===== config.mk =====
export PLATFORM = sky130hd
export DESIGN_NAME = demux_scheduler
export DESIGN_NICKNAME = d
export VERILOG_FILES = /design/src/rtl/demux_pkg.sv /design/src/rtl/demux_scheduler_rr_next.sv /design/src/rtl/demux_scheduler.sv
export SDC_FILE = /design/constraint.sdc
export NUM_CORES = 1
export LEC_CHECK = 0
export ABC_AREA = 1
export CORE_MARGIN = 1
export CORE_UTILIZATION = 53
export CTS_CLUSTER_DIAMETER = 40
export DETAILED_ROUTE_END_ITERATION = 16
export HOLD_SLACK_MARGIN = 0.1
export PLACE_DENSITY = 0.83
export SKIP_LAST_GASP = 1
export SLEW_MARGIN = 20
export SYNTH_ARGS = -nofsm -noshare
export SYNTH_HDL_FRONTEND = slang
export SYNTH_HIERARCHICAL = 1
export SYNTH_SLANG_ARGS = --single-unit

===== constraint.sdc =====
create_clock -name clk -period 7.3 [get_ports clk]
set_clock_uncertainty 0.1 [all_clocks]
set_input_delay 2.19 -clock clk [delete_from_list [all_inputs] [get_ports clk]]
set_output_delay 2.19 -clock clk [all_outputs]
set_load 0.02 [all_outputs]

===== src/rtl/demux_pkg.sv =====
// Shared types and constants for the demux scheduler.
// FSM encodings, channel count and distribution modes.
package demux_pkg;

  localparam int N  = 8;
  localparam int SW = 3;

  typedef enum logic [1:0] {
    IDLE = 2'd0,
    RUN  = 2'd1,
    WAIT = 2'd2
  } state_t;

  localparam logic MODE_RR   = 1'b0;
  localparam logic MODE_ADDR = 1'b1;

endpackage


===== src/rtl/demux_scheduler_rr_next.sv =====
// Next enabled channel strictly above a pointer, wrapping 7->0.
// Returns the pointer itself when no other channel is enabled.
module rr_next
  import demux_pkg::*;
(
  input  logic [SW-1:0] i_ptr,
  input  logic [N-1:0]  i_mask,
  output logic [SW-1:0] o_next
);

  logic [SW-1:0] w_idx;

  always_comb begin
    o_next = i_ptr;
    w_idx  = i_ptr;
    // descending scan so the nearest enabled index wins
    for (int k = N-1; k >= 1; k--) begin
      w_idx = i_ptr + SW'(k);
      if (i_mask[w_idx]) o_next = w_idx;
    end
  end

endmodule


===== src/rtl/demux_scheduler.sv =====
// 1-to-8 scheduled demultiplexer with per-channel output slots.
// Round-robin or addressed distribution, valid/ready on both sides.
module demux_scheduler
  import demux_pkg::*;
#(
  parameter int W = 8
) (
  input  logic           clk,
  input  logic           rst_n,
  input  logic [W-1:0]   Din,
  input  logic           Din_valid,
  output logic           Din_ready,
  input  logic           Mode,
  input  logic [SW-1:0]  Addr,
  input  logic [N-1:0]   En,
  output logic [N*W-1:0] Y,
  output logic [N-1:0]   Y_valid,
  input  logic [N-1:0]   Y_ready,
  output logic [SW-1:0]  S,
  output logic [1:0]     State
);

  state_t         r_state;
  state_t         w_state_nxt;
  logic [SW-1:0]  r_ptr;
  logic [SW-1:0]  w_ptr_nxt;
  logic [SW-1:0]  w_tgt;
  logic           w_en_ok;
  logic           w_slot_ok;
  logic           w_xfer;
  logic           w_any_en;
  logic           w_ptr_mv;
  logic [N-1:0]   w_we;
  logic [N-1:0]   r_yv;
  logic [N*W-1:0] r_y;

  assign w_tgt     = (Mode == MODE_ADDR) ? Addr : r_ptr;
  assign w_en_ok   = En[w_tgt];
  assign w_slot_ok = !r_yv[w_tgt] || Y_ready[w_tgt];
  assign w_any_en  = |En;
  assign w_xfer    = Din_valid && Din_ready;

  // one-hot slot write enable, gated by the transfer
  assign w_we = w_xfer ? (N'(1) << w_tgt) : '0;

  rr_next u_rr (
    .i_ptr  (r_ptr),
    .i_mask (En),
    .o_next (w_ptr_nxt)
  );

  assign w_ptr_mv = w_any_en &&
    ((w_xfer && Mode == MODE_RR) || !En[r_ptr]);

  always_ff @(posedge clk or negedge rst_n) begin
    if (!rst_n) r_state <= IDLE;
    else        r_state <= w_state_nxt;
  end

  always_comb begin
    w_state_nxt = r_state;
    case (r_state)
      IDLE: w_state_nxt = RUN;
      RUN: begin
        if (Din_valid && w_en_ok && !w_slot_ok)
          w_state_nxt = WAIT;
      end
      WAIT: begin
        if (w_xfer || !Din_valid)
          w_state_nxt = RUN;
      end
      default: w_state_nxt = IDLE;
    endcase
    if (!w_any_en) w_state_nxt = IDLE;
  end

  always_comb begin
    Din_ready = (r_state == RUN || r_state == WAIT)
             && w_en_ok && w_slot_ok;
  end

  always_ff @(posedge clk or negedge rst_n) begin
    if (!rst_n) begin
      r_ptr <= '0;
    end else if (w_ptr_mv) begin
      r_ptr <= w_ptr_nxt;
    end
  end

  always_ff @(posedge clk or negedge rst_n) begin
    if (!rst_n) begin
      r_yv <= '0;
      r_y  <= '0;
    end else begin
      r_yv <= (r_yv & ~Y_ready) | w_we;
      for (int i = 0; i < N; i++) begin
        if (w_we[i]) r_y[i*W +: W] <= Din;
      end
    end
  end

  assign Y       = r_y;
  assign Y_valid = r_yv;
  assign S       = w_tgt;
  assign State   = r_state;

endmodule


==> metrics.csv <==
stage,metric,value,unit
status,run status,"complete, no violations",
drt,final wirelength,10.9,mm
setup_path,"Slowest-stage cell, CP",clkdlybuf4s50_1,
final_layout,Final Cell Area,5420,sq um
worst_hold_path,Hold WC Path Type,reg -> reg,
floorplan,die area,8160,sq um
sta,Final Hold Fails,0,
pwr,Comb pwr share,58.2,%
sta,Max Clk Rate,144,MHz
pwr,total power draw,2.52,mW
floorplan,core box area,7410,sq um
floorplan,die height,90.4,microns
final_layout,Final nets,673,
placed_design,placed cells,723,
clocking,CTS root buffer,clkbuf_8,
drt,remaining antenna violation count,0,
synthesis,synthesis warning total,6,
setup_path,Worst path depth,12,
drt,Starting DRT DRC Count,199,
drt,Vias,3927,
setup_path,critical path buffer and inverter count,4,
pwr,sw power,1.19,mW
global_routing,gr usage total,28.4,%
placed_design,Placer Congestion,0.953,
placed_design,DP Wirelength,8.07,mm
setup_path,crit path capture,Din_ready,
pwr,Int Pwr,1.33,mW
clocking,# clock sinks,77,
global_routing,initial antenna violation count,0,
synthesis,Unique masters post-synth,31,
sta,final hold slack,384,ps
final_layout,most frequent cells in the layout,"203 x nand2_1, 107 x clkdlybuf4s50_1, 77 x dfrtp_1, 48 x o21ai_1, 47 x nand3_1",
clocking,total CTS buffers,9,
final_layout,Final Util,73.1,%
clocking,Post-CTS Hold Buffers,0,
global_routing,first-pass GRT wire length,18.3,mm
setup_path,cell breakdown of the critical path,clkdlybuf4s50_1 > inv_2 > nand2_4 > nand2_4 > nor2_2 > nand2_1 > nand2_1 > inv_1 > nand3_1 > nand2_2 > nor2_8 > clkdlybuf4s50_1,
setup_path,Worst EP required,5010,ps
synthesis,mapped cell area,4140,sq um
setup_path,WS Path Type,in -> out,
floorplan,I/O pin count,109,
synthesis,Avg Inst Size Synth,7.84,sq um
clocking,"Setup Fix Bufs, Post-CTS",0,
sta,Worst Tran Pin Value,938,ps
clocking,"Clk Latency, worst-skew pair",360,ps
pwr,Peak VDD IR,0.000284,V
final_layout,Non-Filler Instances,739,
sta,min Tclk post-route,6930,ps
sta,Slew headroom,37.4,%
sta,RSZ-0062 raised after global routing,no,
drt,vias per inst,5.31,
sta,period utilisation layout,95.0,%
setup_path,CP Launch Type,input port,
setup_path,Crit path largest cell delay,660,ps
drt,DR WL/cell,14.8,microns
global_routing,total grt overflow,0,
drt,# DRC,0,
placed_design,DP Area,5230,sq um
drt,Pre-antenna DRT Iters,6,
floorplan,Site Rows,31,
placed_design,pre-CTS setup slack,364,ps
synthesis,post-synthesis cell count,528,
setup_path,reg2reg setup slack,4520,ps
floorplan,starting density of the core,55.9,%
final_layout,ant diodes,0,
clocking,post-cts gate resize count,0,
pwr,register share of total power,29.4,%
setup_path,r2r worst-path depth,13,
clocking,"CTS clk-pin slew, worst paths",90,ps
pwr,switching share of power,47.2,%
setup_path,r2r endpoint,Y[39],
run,max cap viols,0,
clocking,CTS tree,built,
pwr,P_leak,2.76,nW
setup_path,Critical Path Fanout Max,14,
pwr,Pwr Density,465,nW/um^2
setup_path,FF-to-FF Start,r_ptr[0],
floorplan,DIE WIDTH,90.4,microns
sta,"Slew Viols, Final",0,
sta,TNS Setup,0,ps
setup_path,Critical path origin,Mode,
final_layout,"leading cell type in the layout, fill and taps excluded",nand2_1,
global_routing,number of global-route vias before repair,3677,
placed_design,PortBufs,108,
sta,setup ws final,365,ps
synthesis,Synthesized Nets,566,
clocking,CTS H-Tree Depth,3,
pwr,Clk pwr share,12.4,%
setup_path,Top Family by Delay on Critical Path,buffers and inverters,
global_routing,pin count of the biggest net entering global routing,78,
synthesis,"Seq/Total Area, Yosys",46.6,%
synthesis,Synth Register Bits,77,
setup_path,Worst Path Arrival,4640,ps
final_layout,P&R area growth vs syn,30.9,%
sta,final setup fails,0,
clocking,CTS max path bufs,2,
setup_path,crit end category,primary output,
final_layout,share of cells above drive strength 1,8.91,%
[power by group through the flow]
| stage | Combinational [mW] | Sequential (mW) | Clock (mW) |
|---|---|---|---|
| final | 1.47 | 0.740 | 0.311 |
| after global routing | 1.61 | 0.761 | 0.336 |
| after CTS | 1.46 | 0.737 | 0.316 |
| after detailed placement | 1.45 | 0.740 | 0 |
| after global placement | 1.41 | 0.738 | 0 |
| after floorplan | 0.790 | 0.890 | 0 |
[worst min-delay path: cells and delay by family (launching register included)]
| kind | cells | cell delay, ps |
|---|---|---|
| flip-flops | 1 | 360 |
| AND/OR/NAND/NOR | 2 | 100 |
[synth_stat cells (all sizes together)]
| cell type | count | area [sq um] |
|---|---|---|
| buf | 11 | 111 |
| ha | 7 | 87.6 |
| o21ai | 67 | 350 |
| a21oi | 9 | 45.0 |
| o21bai | 1 | 7.51 |
| a22oi | 1 | 7.51 |
| nand4 | 3 | 46.3 |
| clkbuf | 1 | 3.75 |
| inv | 55 | 216 |
| nor4 | 2 | 12.5 |
| xor2 | 1 | 8.76 |
| nor2 | 21 | 110 |
| nand3 | 52 | 285 |
| and2 | 1 | 8.76 |
| dfrtp | 77 | 1930 |
| nand2 | 217 | 885 |
| xnor2 | 2 | 25.0 |
[routing by layer]
layer | global-route usage (%) | share of wire [%] | vias to the layer above | routed length, microns
li1 | - | - | 1902 | -
met1 | 38.0 | 43 | 1837 | 4730
met2 | 45.4 | 47 | 165 | 5130
met3 | 7.07 | 8.3 | 23 | 912
met4 | 9.14 | 1.6 | 0 | 170
met5 | 0 | 0 | - | 0
[logic make-up after synthesis]
group / synth area share, %
AO/OA/AOI/OAI: 9.92
XOR/XNOR: 0.817
adder cells (fa/ha/maj): 2.12
buffers and inverters: 8.01
flip-flops: 46.6
AND/OR/NAND/NOR: 32.6
[worst min-delay path by stage]
stage | from | endpoint | depth (start not counted)
6_report | Y[49] | Y[49] | 2
5_1_grt | Y[53] | Y[53] | 2
4_1_cts | Y[49] | Y[49] | 2
3_5_place_dp | Y[49] | Y[49] | 2
3_3_place_gp | Y[48] | Y[48] | 2
2_1_floorplan | r_ptr[2] | r_ptr[2] | 2
[state kept, by name, summed over array words and instances, names as in the netlist]
register / flops
Y_valid: 8
State: 2
r_ptr: 3
Y: 64
[cell type report]
class / instances / area [sq um]
sequential: 77 / 1930
clock buffer: 9 / 124
multi-input combinational: 384 / 1880
clock inverter: 7 / 67.6
fill: 568 / 1990
tap: 99 / 124
timing repair buffer: 108 / 1080
inverter: 55 / 216
Power figures use the tool's default switching activity.
